**config.mk**
```make
export PLATFORM = sky130hd
export DESIGN_NAME = i2c_led_flasher_flat
export DESIGN_NICKNAME = d
export VERILOG_FILES = /design/src/rtl/i2c_led_flasher_if.sv /design/src/rtl/i2c_led_flasher.sv /design/src/flat_wrapper.sv
export SDC_FILE = /design/constraint.sdc
export NUM_CORES = 1
export LEC_CHECK = 0
export ABC_AREA = 1
export CAP_MARGIN = 20
export CORE_AREA = 2 2 84 86
export CTS_CLUSTER_SIZE = 8
export DETAILED_ROUTE_END_ITERATION = 10
export DIE_AREA = 0 0 86 88
export GPL_TIMING_DRIVEN = 0
export PLACE_DENSITY = 0.7
export SYNTH_ARGS = -nofsm -noshare
export SYNTH_HDL_FRONTEND = slang
export SYNTH_SLANG_ARGS = --single-unit
export TNS_END_PERCENT = 5
```
**constraint.sdc**
```tcl
create_clock -name CLK -period 1.8 [get_ports CLK]
set_input_delay 0.36 -clock CLK [delete_from_list [all_inputs] [get_ports CLK]]
set_output_delay 0.36 -clock CLK [all_outputs]
set_load 0.02 [all_outputs]
```
**src/rtl/i2c_led_flasher_if.sv**
```systemverilog
// I2C pad bundle for the LED flasher. The open-drain SDA pad is split into the
// level seen on the wire (sda_in) and a pull-low enable (sda_drive_low); the pad
// is 0 while sda_drive_low is 1 and Z otherwise, so the slave can never drive 1.
// SCL is an input only because the slave never stretches the clock.
interface i2c_led_flasher_if;
  logic scl;
  logic sda_in;
  logic sda_drive_low;

  modport slave  (input scl, input sda_in, output sda_drive_low);
  modport master (output scl, output sda_in, input sda_drive_low);
endinterface

```
**src/rtl/i2c_led_flasher.sv**
```systemverilog
// I2C slave with a three-entry register file that drives two blinking LEDs.
//
// state      | meaning
// -----------+----------------------------------------------------------
// S_IDLE     | bus ignored until a START is seen
// S_ADDR     | shifting in the 8-bit address byte
// S_ADDR_ACK | address matched; holding ACK low through the 9th SCL pulse
// S_WRITE    | shifting in a {type, payload} byte from the master
// S_WR_ACK   | holding ACK low through the 9th SCL pulse of a written byte
// S_READ     | shifting {00, register[pointer]} out MSB first
// S_RD_ACK   | SDA released; sampling the master's ACK/NACK
module i2c_led_flasher #(
  parameter logic [7:0] I2C_ADDR   = 8'h82,
  parameter int         BLINK_BITS = 22,
  parameter int         DATA_BITS  = 6
) (
  input  logic                CLK,
  input  logic                GSRn,
  i2c_led_flasher_if.slave    bus,
  output logic                LEDR,
  output logic                LEDG
);

  localparam int TYPE_BITS = 8 - DATA_BITS;

  typedef enum logic [2:0] {
    S_IDLE, S_ADDR, S_ADDR_ACK, S_WRITE, S_WR_ACK, S_READ, S_RD_ACK
  } state_t;

  logic [1:0] scl_sync_q, sda_sync_q;
  logic       scl_prev_q, sda_prev_q;
  logic       scl_s, sda_s, scl_rise, scl_fall, start_det, stop_det;

  state_t                 state_q, state_d;
  logic [3:0]             bit_cnt_q, bit_cnt_d;
  logic [7:0]             shift_q, shift_d;
  logic [6:0]             tx_q, tx_d;
  logic                   rw_q, rw_d;
  logic                   sda_oe_q, sda_oe_d;
  logic [DATA_BITS-1:0]   ptr_q, ptr_d;
  logic [DATA_BITS-1:0]   scratch_q, scratch_d;
  logic [DATA_BITS-1:0]   ctrl_q, ctrl_d;

  logic [7:0]             rx_byte, rd_byte;
  logic [TYPE_BITS-1:0]   rx_type;
  logic [DATA_BITS-1:0]   rx_payload, rd_data;

  logic [BLINK_BITS-1:0]  blink_q;
  logic                   phase_q, ledr_q, ledg_q;

  // Synchronise the bus lines; reset to the idle-high level so release of
  // reset cannot fabricate a START.
  always_ff @(posedge CLK or negedge GSRn) begin
    if (!GSRn) begin
      scl_sync_q <= 2'b11;
      sda_sync_q <= 2'b11;
      scl_prev_q <= 1'b1;
      sda_prev_q <= 1'b1;
    end else begin
      scl_sync_q <= {scl_sync_q[0], bus.scl};
      sda_sync_q <= {sda_sync_q[0], bus.sda_in};
      scl_prev_q <= scl_sync_q[1];
      sda_prev_q <= sda_sync_q[1];
    end
  end

  assign scl_s     = scl_sync_q[1];
  assign sda_s     = sda_sync_q[1];
  assign scl_rise  = scl_s & ~scl_prev_q;
  assign scl_fall  = ~scl_s & scl_prev_q;
  assign start_det = scl_s & scl_prev_q & sda_prev_q & ~sda_s;
  assign stop_det  = scl_s & scl_prev_q & ~sda_prev_q & sda_s;

  // The byte as it stands once the current SCL-rise bit is shifted in.
  assign rx_byte    = {shift_q[6:0], sda_s};
  assign rx_type    = rx_byte[7:DATA_BITS];
  assign rx_payload = rx_byte[DATA_BITS-1:0];

  // Register read mux; unmapped pointers read as zero.
  always_comb begin
    rd_data = '0;
    case (ptr_q)
      DATA_BITS'(0): rd_data = DATA_BITS'(6'h2A);
      DATA_BITS'(1): rd_data = scratch_q;
      DATA_BITS'(2): rd_data = ctrl_q;
      default:       rd_data = '0;
    endcase
  end

  assign rd_byte = {{TYPE_BITS{1'b0}}, rd_data};

  // FSM state and register file.
  always_ff @(posedge CLK or negedge GSRn) begin
    if (!GSRn) begin
      state_q   <= S_IDLE;
      bit_cnt_q <= '0;
      shift_q   <= '0;
      tx_q      <= '0;
      rw_q      <= 1'b0;
      sda_oe_q  <= 1'b0;
      ptr_q     <= '0;
      scratch_q <= '0;
      ctrl_q    <= '0;
    end else begin
      state_q   <= state_d;
      bit_cnt_q <= bit_cnt_d;
      shift_q   <= shift_d;
      tx_q      <= tx_d;
      rw_q      <= rw_d;
      sda_oe_q  <= sda_oe_d;
      ptr_q     <= ptr_d;
      scratch_q <= scratch_d;
      ctrl_q    <= ctrl_d;
    end
  end

  // Next-state logic; START/STOP override whatever the FSM is doing.
  always_comb begin
    state_d   = state_q;
    bit_cnt_d = bit_cnt_q;
    shift_d   = shift_q;
    tx_d      = tx_q;
    rw_d      = rw_q;
    sda_oe_d  = sda_oe_q;
    ptr_d     = ptr_q;
    scratch_d = scratch_q;
    ctrl_d    = ctrl_q;

    if (start_det) begin
      state_d   = S_ADDR;
      bit_cnt_d = '0;
      sda_oe_d  = 1'b0;
    end else if (stop_det) begin
      state_d  = S_IDLE;
      sda_oe_d = 1'b0;
    end else begin
      case (state_q)
        S_IDLE: ;
        S_ADDR: begin
          if (scl_rise && bit_cnt_q != 4'd8) begin
            shift_d   = rx_byte;
            bit_cnt_d = bit_cnt_q + 4'd1;
          end else if (scl_fall && bit_cnt_q == 4'd8) begin
            if (shift_q[7:1] == I2C_ADDR[7:1]) begin
              sda_oe_d = 1'b1;
              rw_d     = shift_q[0];
              state_d  = S_ADDR_ACK;
            end else begin
              state_d = S_IDLE;
            end
          end
        end
        S_ADDR_ACK: begin
          if (scl_fall) begin
            bit_cnt_d = '0;
            if (rw_q) begin
              tx_d     = rd_byte[6:0];
              sda_oe_d = ~rd_byte[7];
              state_d  = S_READ;
            end else begin
              sda_oe_d = 1'b0;
              state_d  = S_WRITE;
            end
          end
        end
        S_WRITE: begin
          if (scl_rise && bit_cnt_q != 4'd8) begin
            shift_d   = rx_byte;
            bit_cnt_d = bit_cnt_q + 4'd1;
            // Commit on the 8th bit so the LEDs follow before the ACK slot.
            if (bit_cnt_q == 4'd7) begin
              if (rx_type == TYPE_BITS'(0)) begin
                ptr_d = rx_payload;
              end else if (rx_type == TYPE_BITS'(1)) begin
                if (ptr_q == DATA_BITS'(1)) scratch_d = rx_payload;
                if (ptr_q == DATA_BITS'(2)) ctrl_d    = rx_payload;
              end
            end
          end else if (scl_fall && bit_cnt_q == 4'd8) begin
            sda_oe_d = 1'b1;
            state_d  = S_WR_ACK;
          end
        end
        S_WR_ACK: begin
          if (scl_fall) begin
            sda_oe_d  = 1'b0;
            bit_cnt_d = '0;
            state_d   = S_WRITE;
          end
        end
        S_READ: begin
          if (scl_rise) begin
            bit_cnt_d = bit_cnt_q + 4'd1;
          end else if (scl_fall && bit_cnt_q != 4'd0) begin
            if (bit_cnt_q == 4'd8) begin
              sda_oe_d  = 1'b0;
              bit_cnt_d = '0;
              state_d   = S_RD_ACK;
            end else begin
              sda_oe_d = ~tx_q[6];
              tx_d     = {tx_q[5:0], 1'b0};
            end
          end
        end
        S_RD_ACK: begin
          // bit_cnt_q == 1 marks "master ACKed, resend after SCL falls".
          if (scl_rise) begin
            if (sda_s) state_d = S_IDLE;
            else       bit_cnt_d = 4'd1;
          end else if (scl_fall && bit_cnt_q == 4'd1) begin
            bit_cnt_d = '0;
            tx_d      = rd_byte[6:0];
            sda_oe_d  = ~rd_byte[7];
            state_d   = S_READ;
          end
        end
        default: state_d = S_IDLE;
      endcase
    end
  end

  assign bus.sda_drive_low = sda_oe_q;

  // Blink timebase: phase flips each time the counter wraps, i.e. once
  // every 2^BLINK_BITS clocks; control writes never disturb it.
  always_ff @(posedge CLK or negedge GSRn) begin
    if (!GSRn) begin
      blink_q <= '0;
      phase_q <= 1'b0;
    end else begin
      blink_q <= blink_q + BLINK_BITS'(1);
      if (&blink_q) phase_q <= ~phase_q;
    end
  end

  // Registered LED drive: OFF wins, then MODE picks synchronous/alternating.
  always_ff @(posedge CLK or negedge GSRn) begin
    if (!GSRn) begin
      ledr_q <= 1'b0;
      ledg_q <= 1'b0;
    end else if (ctrl_q[1]) begin
      ledr_q <= 1'b0;
      ledg_q <= 1'b0;
    end else begin
      ledr_q <= phase_q;
      ledg_q <= ctrl_q[0] ? phase_q : ~phase_q;
    end
  end

  assign LEDR = ledr_q;
  assign LEDG = ledg_q;

endmodule

```
**src/flat_wrapper.sv**
```systemverilog
// flat-port wrapper written by rule: the top's interface ports become plain ports
module i2c_led_flasher_flat 
#(
  parameter logic [7:0] I2C_ADDR   = 8'h82,
  parameter int         BLINK_BITS = 22,
  parameter int         DATA_BITS  = 6
)
  (CLK, GSRn, LEDR, LEDG, bus_scl, bus_sda_in, bus_sda_drive_low);
  i2c_led_flasher_if bus_i ();
  input  logic CLK;
  input  logic GSRn;
  output logic LEDR;
  output logic LEDG;
  input wire logic [$bits(bus_i.scl)-1:0] bus_scl;
  input wire logic [$bits(bus_i.sda_in)-1:0] bus_sda_in;
  output wire logic [$bits(bus_i.sda_drive_low)-1:0] bus_sda_drive_low;
  assign bus_i.scl = bus_scl;
  assign bus_i.sda_in = bus_sda_in;
  assign bus_sda_drive_low = bus_i.sda_drive_low;
  i2c_led_flasher #(.I2C_ADDR(I2C_ADDR), .BLINK_BITS(BLINK_BITS), .DATA_BITS(DATA_BITS)) u_core (.CLK(CLK), .GSRn(GSRn), .bus(bus_i), .LEDR(LEDR), .LEDG(LEDG));
endmodule
```
-- Word-level counts from Yosys, hierarchy flattened
Index checks and enable logic that the tools add are counted.
- register bits after elaboration: 73
- bits of input ports: 4
- output and inout port bits: 3
- logic and storage cells: 158
- add/sub/neg operators: 2
- equal/unequal tests: 43
- mux-type cells: 56
- bitwise logic cells: 17
- reductions and logical operators: 23
- operators by type and width (cell ; number):
    $mux W7 ; 7
    $mux W3 ; 15
    $ne A4 B1 Y1 const B ; 11
    $mux W4 ; 10
    $reduce_and A12 Y1 ; 2
    $reduce_and A8 Y1 ; 3
    $add A22 B1 Y22 const B ; 1
    $reduce_and A22 Y1 ; 1
    $pmux W3 S7 ; 1
    $pmux W7 S3 ; 1
    $mux W1 ; 18
    $pmux W6 S3 ; 1
    $ne A4 B4 Y1 const B ; 4
    $pmux W4 S4 ; 1
    $reduce_and A6 Y1 ; 2
    $ne A2 B1 Y1 const B ; 5
    $not A1 Y1 ; 10
    $reduce_and A10 Y1 ; 1
    $eq A3 B3 Y1 const B ; 3
    $ne A3 B1 Y1 const B ; 3
    $ne A4 B2 Y1 const B ; 2
    $reduce_bool A8 Y1 ; 1
    $and A1 B1 Y1 ; 7
    $eq A7 B7 Y1 const B ; 1
    other kinds (23) ; 30

-- Depth between registers and ports, before layout
Gate-level depths: netlist of run 1.
- word-level depth: 8
- depth in mapped cells: 12
- gate-level depth less buffers: 11

-- Least setup slack after synthesis of run 1
Ideal clock, no wire load.
- kind: register -> register
- start: register u_core.bit_cnt_q[0]
- end: register u_core.state_q[2]
- setup time: 0.117 ns
- data arrival time: 1.432 ns
- data required time: 1.683 ns
- setup slack: 0.251 ns
- stages on the path, launching flop included: 12
- path buffers: 0
- period minus slack after synthesis: 1.549 ns
- cells stage by stage: dfrtp_1 -> inv_1 -> ha_1 -> nand2_1 -> nor2_1 -> nand2_1 -> nand3_1 -> nand2_1 -> nor2_2 -> nand3_1 -> nand2_1 -> nand2_1
- word-level cells in the longest chain between the ends: 4
- elaborated cells between the ends (all ways): 16
- those cells by class: eq/ne (10); reduce/logical (6)
- RTL lines (what ; RTL line ; source):
    from (decl) ; i2c_led_flasher.sv:35 ; logic [3:0] bit_cnt_q, bit_cnt_d;
    from (signal assigned) ; i2c_led_flasher.sv:106 ; bit_cnt_q <= bit_cnt_d;
    $eq A4 B1 Y1, or another cell as far along ; i2c_led_flasher.sv:210 ; end else if (scl_fall && bit_cnt_q == 4'd1) begin
    $logic_and A1 B1 Y1 (on tied branches) ; - ;
    $ne A5 B1 Y1 (no source line), or another cell as far along ; - ;
    $reduce_and A12 Y1 (no source line) (*) ; - ;
    to (signal assigned) ; i2c_led_flasher.sv:105 ; state_q <= state_d;
    to (decl) ; i2c_led_flasher.sv:34 ; state_t state_q, state_d;
Every way passes the cells marked *; elsewhere a longest branch is shown, timed or not.
A chain may end at the register's enable or synchronous reset.

-- Final worst setup path of run 1
- start: register u_core.bit_cnt_q[0]
- end: register u_core.state_q[1]
The elaborated chain is that of the path after synthesis.

==> impl_metrics.ini, run 1 <==
[status]
status = completed

[cts]
tritoncts_num_sinks = 73
post_cts_hold_buffer_count = 0
tritoncts = built
cts.reportedPaths.clkPinSlew_ps = 80
numCtsBuffers = 9
root_buffer = sky130_fd_sc_hd__clkbuf_8
clock_path_buffers = 2
clkLatencyLatePin_ps = 340
cts-htree-levels = 3

[detailed_routing]
routed_wl_mm = 7.59
drcViolationCount = 0
antenna_viol_nets_final = 0
drt_pass1_iterations = 4
routed_wirelength_normalized_by_instance_count_um = 13.2
via_per_inst = 5.22
dr.first_iter.drc_count = 236
route.vias.total = 2990

[global_routing]
number_of_antenna_violations_at_the_first_check_in_global_routing = 0
grt_pass1_vias = 2853
globalRouteOverflowTotal = 0
grt_max_degree = 74
grt_pass1_wl_mm = 12.9
grt_usage_pct = 21.8

[logic_synthesis]
synth.cell_area_um2 = 3700
netlist_top_cells_area = sky130_fd_sc_hd__dfrtp_1, sky130_fd_sc_hd__nand2_1, sky130_fd_sc_hd__o21ai_0, sky130_fd_sc_hd__inv_1, sky130_fd_sc_hd__nor2_1
seq_area_frac_synth_pct = 49.6
synth_cells = 460
ys_top_cells_by_count = sky130_fd_sc_hd__nand2_1, sky130_fd_sc_hd__dfrtp_1, sky130_fd_sc_hd__inv_1
synth_top_cell_by_area = sky130_fd_sc_hd__dfrtp_1
post_synth.cell_area_avg_um2 = 8.04
synth_top_area_share_pct = 45.3
synth_enable_flop_cells = 0
post_synth_num_cell_types = 31
syn-num-nets = 468
ys_ff_latch = 73
ys_warn_count = 0
synthFlopType = sky130_fd_sc_hd__dfrtp_1
yosys.cell_count.top_type = sky130_fd_sc_hd__nand2_1
async_flop_share_pct = 100

[die]
die-area_um2 = 7570
num_rows = 30
initial_core_util_pct = 55.6
die_h_um = 88
die_width_um = 86
floorplan.core_area_um2 = 6640
floorplan.io_pins = 7

[sta]
final-hold-violation-count = 0
worst-slew-pin-transition_ps = 891
timing.hold.ws_ps = 140
finClkSkew_ps = 11.6
final_max_slew_viol_count = 0
maxSlewHeadroom_pct = 40.6
setup_viol_count_final = 0
achievable-frequency_mhz = 591
final.min_clock_period_ps = 1690
fin_crit_sh_pct = 94.1
grt_setup_unrepaired = yes

[placed_design]
hpwlAfterDp_mm = 5.31
place_congestion = 0.914
buffer_ports.inserted = 6
placed_cells_incl_taps = 546

[cells_and_area]
nNetsFinal = 496
n_antenna_cell = 0
synthToLayoutAreaGrowth_pct = 14.6
final_util_pct = 63.8
layout-drive-gt1-share_pct = 15.4
layoutNonFillerInstCount = 573

[worst_setup_path]
critPathMaxStageDelay_ps = 430
critical_path_required_ps = 2080
startpoint_type = register
path_class = reg2reg
crit_chain = inv_1 > ha_4 > nand2_1 > nor2_4 > nand2_1 > nand3_1 > nand2_1 > nor2_4 > buf_4 > nand4_1 > nand2_1
regToRegSetupSlack_ps = 110
critPathSlowestCell = sky130_fd_sc_hd__dfrtp_2
path_common_cell = sky130_fd_sc_hd__nand2_1
cp_data_arrival_time_ps = 1970
end_kind = register
path_max_fanout = 4

[power]
vdd_ir_drop_max_uv = 505
power_leakage_nw = 2.04
totalPowerFinal_w = 0.00354
cellPowerDensity_nw_per_um2 = 835

[run]
maxCapViolations = 0

[worst_hold_path]
hold_path_class = in2async
final timing paths:
| kind | cells past startpoint | start | endpoint |
|---|---|---|---|
| max | 11 | u_core.bit_cnt_q[0]$_DFFE_PN0P_ | u_core.state_q[1]$_DFFE_PN0P_ |
| min | 1 | GSRn | u_core.state_q[1]$_DFFE_PN0P_ |
| max reg2reg | 11 | u_core.bit_cnt_q[0]$_DFFE_PN0P_ | u_core.state_q[1]$_DFFE_PN0P_ |
| min reg2reg | 0 | u_core.sda_sync_q[0]$_DFF_PN1_ | u_core.sda_sync_q[1]$_DFF_PN1_ |
| max in group asynchronous | 1 | GSRn | u_core.bit_cnt_q[0]$_DFFE_PN0P_ |
| min in group CLK | 0 | u_core.sda_sync_q[0]$_DFF_PN1_ | u_core.sda_sync_q[1]$_DFF_PN1_ |
cells by family (layout without fill, tap and decap cells):
logic type      count (synthesis)  count (layout)  share of synthesized area, %
simple gates                  241             242                          28.8
flops                          73              73                          49.6
buf+inv                        63              95                          6.87
compound gates                 57              57                          8.12
xor+xnor                       22              22                          5.21
fa+ha+maj                       4               4                          1.35
cells in the final DEF (no fill, tap or decap), types with 7 or more instances in the layout:
| master | synthesis | layout |
|---|---|---|
| sky130_fd_sc_hd__xor2_1 | 15 | 15 |
| sky130_fd_sc_hd__o21ai_0 | 41 | 39 |
| sky130_fd_sc_hd__xnor2_1 | 7 | 7 |
| sky130_fd_sc_hd__inv_1 | 53 | 51 |
| sky130_fd_sc_hd__nor2_2 | 6 | 7 |
| sky130_fd_sc_hd__nor2_1 | 43 | 38 |
| sky130_fd_sc_hd__nor2_4 | 2 | 7 |
| sky130_fd_sc_hd__buf_4 | 1 | 11 |
| sky130_fd_sc_hd__nand3_1 | 32 | 29 |
| sky130_fd_sc_hd__dfrtp_1 | 67 | 66 |
| sky130_fd_sc_hd__clkbuf_8 | 0 | 9 |
| sky130_fd_sc_hd__nand2_1 | 129 | 128 |
| sky130_fd_sc_hd__nand4_1 | 11 | 11 |
per-stage QoR:
step	setup slack, ps	instance area, um^2	TNS [ps]
CTS	8.17	4050	0
detailed placement	-42.5	3850	-159
global placement	-2070	3860	-145660
finish	107	4240	0
global route	-46.0	4240	-318
floorplan	251	3700	0
worst max-delay path, delay by kind of cell, from the launching register on:
kind,cells,cell delay (ps)
fa+ha+maj,1,150
simple gates,8,840
buf+inv,2,220
flops,1,430
state kept, by name, summed over array words and instances, names as in the netlist:
register	cells
u_core.sda_sync_q	2
u_core.shift_q	8
u_core.scl_sync_q	2
u_core.tx_q	7
u_core.ptr_q	6
u_core.scl_prev_q	1
u_core.scratch_q	6
u_core.LEDR	1
u_core.rw_q	1
u_core.bus.sda_drive_low	1
u_core.ctrl_q	6
u_core.LEDG	1
u_core.sda_prev_q	1
u_core.phase_q	1
u_core.blink_q	22
u_core.bit_cnt_q	4
u_core.state_q	3
final cells by class:
| class | count | area (um^2) |
|---|---|---|
| Timing Repair Buffer | 16 | 130 |
| Multi-Input combinational cell | 325 | 1710 |
| Clock buffer | 9 | 124 |
| Buffer | 7 | 62.6 |
| Tap cell | 80 | 100 |
| Clock inverter | 7 | 70.1 |
| Sequential cell | 73 | 1840 |
| Inverter | 56 | 210 |
| Fill cell | 596 | 2410 |
per-layer routing:
layer	wire length (um)	vias to the layer above	track usage (%)
met2	3660	54	35.1
met3	228	7	3.68
met1	3620	1405	29.5
met4	78	0	9.24
li1	-	1524	-
met5	0	-	0
power breakdown:
part           internal, W  switching [W]  leakage [nW]
clock             0.000640       0.000628        0.0994
combinational     0.000209       0.000291         0.967
sequential         0.00171      0.0000607         0.971
timing repair:
action	in CTS	in global routing
gates resized for setup	2	32
setup endpoints to repair	12	30
buffers inserted	0	10
pin swaps	0	8
gates cloned	0	2
Power figures use the tool's default switching activity.
==> run 2: changes to the inputs <==
- MAX_ROUTING_LAYER: default -> met4
- PLACE_DENSITY: 0.7 -> 0.76
==> run 2 against run 1 <==
- sequential share of layout area grew 0.49 points
- clock power grew 11%
- sequential power is essentially flat
- combinational power shrank 16%
- largest power group unchanged
==> impl_metrics.ini, run 2 (synthesis gave the netlist of run 1 again) <==
[status]
status = completed

[cells_and_area]
mostFrequentLayoutCell = sky130_fd_sc_hd__nand2_1
n_antenna_cell = 0
registers_with_the_most_flip_flops = u_core.blink_q: 22 flops, u_core.shift_q: 8 flops, u_core.tx_q: 7 flops
largest_register_ffs = 22
nNetsFinal = 489
final_util_pct = 63.1
layout-drive-gt1-share_pct = 14.2
synthToLayoutAreaGrowth_pct = 13.3
final_cell_mix = sky130_fd_sc_hd__nand2_1, sky130_fd_sc_hd__dfrtp_1, sky130_fd_sc_hd__inv_1
registers.top_by_ff_count = u_core.blink_q

[sta]
maxSlewHeadroom_pct = 40.1
worst-slew-pin-transition_ps = 899
final.min_clock_period_ps = 1700
achievable-frequency_mhz = 588
final_max_slew_viol_count = 0
final-hold-violation-count = 0
setup_viol_count_final = 0
fin_crit_sh_pct = 94.4
finClkSkew_ps = 9.94
grt_setup_unrepaired = yes

[cts]
tritoncts_num_sinks = 73
root_buffer = sky130_fd_sc_hd__clkbuf_8
cts-htree-levels = 3
tritoncts = built
clock_path_buffers = 2
numCtsBuffers = 9
cts.reportedPaths.clkPinSlew_ps = 70
clkLatencyLatePin_ps = 350

[worst_hold_path]
hold_path_class = in2async

[power]
vdd_ir_drop_max_uv = 717
power.switching_w = 0.000953
power_frac_seq_pct = 49.2
swShare_pct = 26.4
cellPowerDensity_nw_per_um2 = 861
share_comb_of_total_power_pct = 11.6
totalPowerFinal_w = 0.00361
internal_power_w = 0.00265
p_clk_share_pct = 39.1
power_leakage_nw = 2.01

[die]
floorplan.core_area_um2 = 6640
die-area_um2 = 7570
num_rows = 30
floorplan.io_pins = 7
initial_core_util_pct = 55.6
die_width_um = 86
die_h_um = 88

[worst_setup_path]
critical_path_required_ps = 2080
cp_data_arrival_time_ps = 1980
path_class = reg2reg
path_common_cell = sky130_fd_sc_hd__nand3_1
critPathSlowestCell = sky130_fd_sc_hd__dfstp_2
startpoint = u_core.scl_sync_q[1]$_DFF_PN1_
origin_of_the_critical_flop_to_flop_path = u_core.scl_sync_q[1]$_DFF_PN1_
startpoint_type = register
crit_family = simple AND/OR/NAND/NOR gates
cp_buf_inv_count = 2
path_max_fanout = 6
end_kind = register
crit_chain = nand3_1 > nor2_2 > inv_2 > nand3_1 > nand3_1 > nor2_4 > buf_4 > nand3_1 > nand2_1
critPathMaxStageDelay_ps = 620

[detailed_routing]
drcViolationCount = 0
routed_wl_mm = 7.64
antenna_viol_nets_final = 0
drt_pass1_iterations = 4
routed_wirelength_normalized_by_instance_count_um = 13.5
via_per_inst = 5.30
dr.first_iter.drc_count = 225
route.vias.total = 2998

[global_routing]
globalRouteOverflowTotal = 0
grt_max_degree = 74
grt_pass1_vias = 2830
grt_usage_pct = 22.4
grt_pass1_wl_mm = 12.8
number_of_antenna_violations_at_the_first_check_in_global_routing = 0

[placed_design]
place_congestion = 0.883
buffer_ports.inserted = 6
hpwlAfterDp_mm = 5.24

[run]
maxCapViolations = 0
[run 2: cell types whose count changed in the layout (fill, tap and decap cells not counted), sizes merged]
| cell | delta |
|---|---|
| bufinv | +1 |
| inv | +1 |
| clkinv | -3 |
| buf | -7 |
| clkbuf | +1 |
[run 2: final timing paths]
check / endpoint / depth (start not counted) / slack (ps)
max: u_core.bit_cnt_q[0]$_DFFE_PN0P_ / 9 / 100
min: u_core.state_q[1]$_DFFE_PN0P_ / 1 / 120
max reg2reg: u_core.bit_cnt_q[0]$_DFFE_PN0P_ / 9 / 100
min reg2reg: u_core.sda_sync_q[1]$_DFF_PN1_ / 0 / 360
max in group asynchronous: u_core.bit_cnt_q[0]$_DFFE_PN0P_ / 1 / 1010
min in group CLK: u_core.sda_sync_q[1]$_DFF_PN1_ / 0 / 360
[run 2: power by group through the flow]
| stage | clock [W] | sequential (W) | combinational (W) |
|---|---|---|---|
| 2_1_floorplan | 0 | 0.00179 | 0.000262 |
| 3_3_place_gp | 0 | 0.00180 | 0.000372 |
| 3_5_place_dp | 0 | 0.00180 | 0.000377 |
| 5_1_grt | 0.00151 | 0.00179 | 0.000479 |
| 4_1_cts | 0.00144 | 0.00177 | 0.000384 |
| 6_report | 0.00141 | 0.00178 | 0.000420 |
[run 2: cell type report]
cell class,count,area (um^2)
Fill cell,555,2450
Multi-Input combinational cell,325,1690
Sequential cell,73,1840
Inverter,56,210
Tap cell,80,100
Clock buffer,10,128
Timing Repair Buffer,9,80.1
Clock inverter,6,90.1
Buffer,7,52.6
[run 2: what timing repair did]
action / in CTS / in global routing
pin swaps: 1 / 7
setup buffers: 0 / 3
gates resized for setup: 2 / 27
cloned: 0 / 1
setup endpoints to repair: 10 / 35
hold buffers: 0 / 0
[run 2: worst register-to-register path, stage by stage, from the launching register on]
cell	delay [ps]
sky130_fd_sc_hd__dfstp_2	620
sky130_fd_sc_hd__nand3_1	150
sky130_fd_sc_hd__nor2_2	140
sky130_fd_sc_hd__inv_2	80
sky130_fd_sc_hd__nand3_1	90
sky130_fd_sc_hd__nand3_1	110
sky130_fd_sc_hd__nor2_4	180
sky130_fd_sc_hd__buf_4	130
sky130_fd_sc_hd__nand3_1	60
sky130_fd_sc_hd__nand2_1	60
[run 2: stage by stage]
stage                     setup TNS (ps)  hold WS (ps)  std cells  instance area, um^2  setup slack (ps)
final                                  0           118        566                 4190               100
after global routing                -255           206        566                 4190             -55.4
after CTS                              0           174        562                 4080              7.34
after detailed placement            -194           347        546                 3850             -52.4
after global placement           -147110           346        546                 3860             -2090
after floorplan                        0          64.4        460                 3700               251
[run 2: routing by layer]
layer | up-vias | share of wire [%] | track usage, %
met5 | - | 0 | -
met1 | 1417 | 47 | 28.8
met2 | 54 | 49 | 35.0
met4 | 0 | 1.6 | 10.4
li1 | 1517 | - | -
met3 | 10 | 2.8 | 3.68
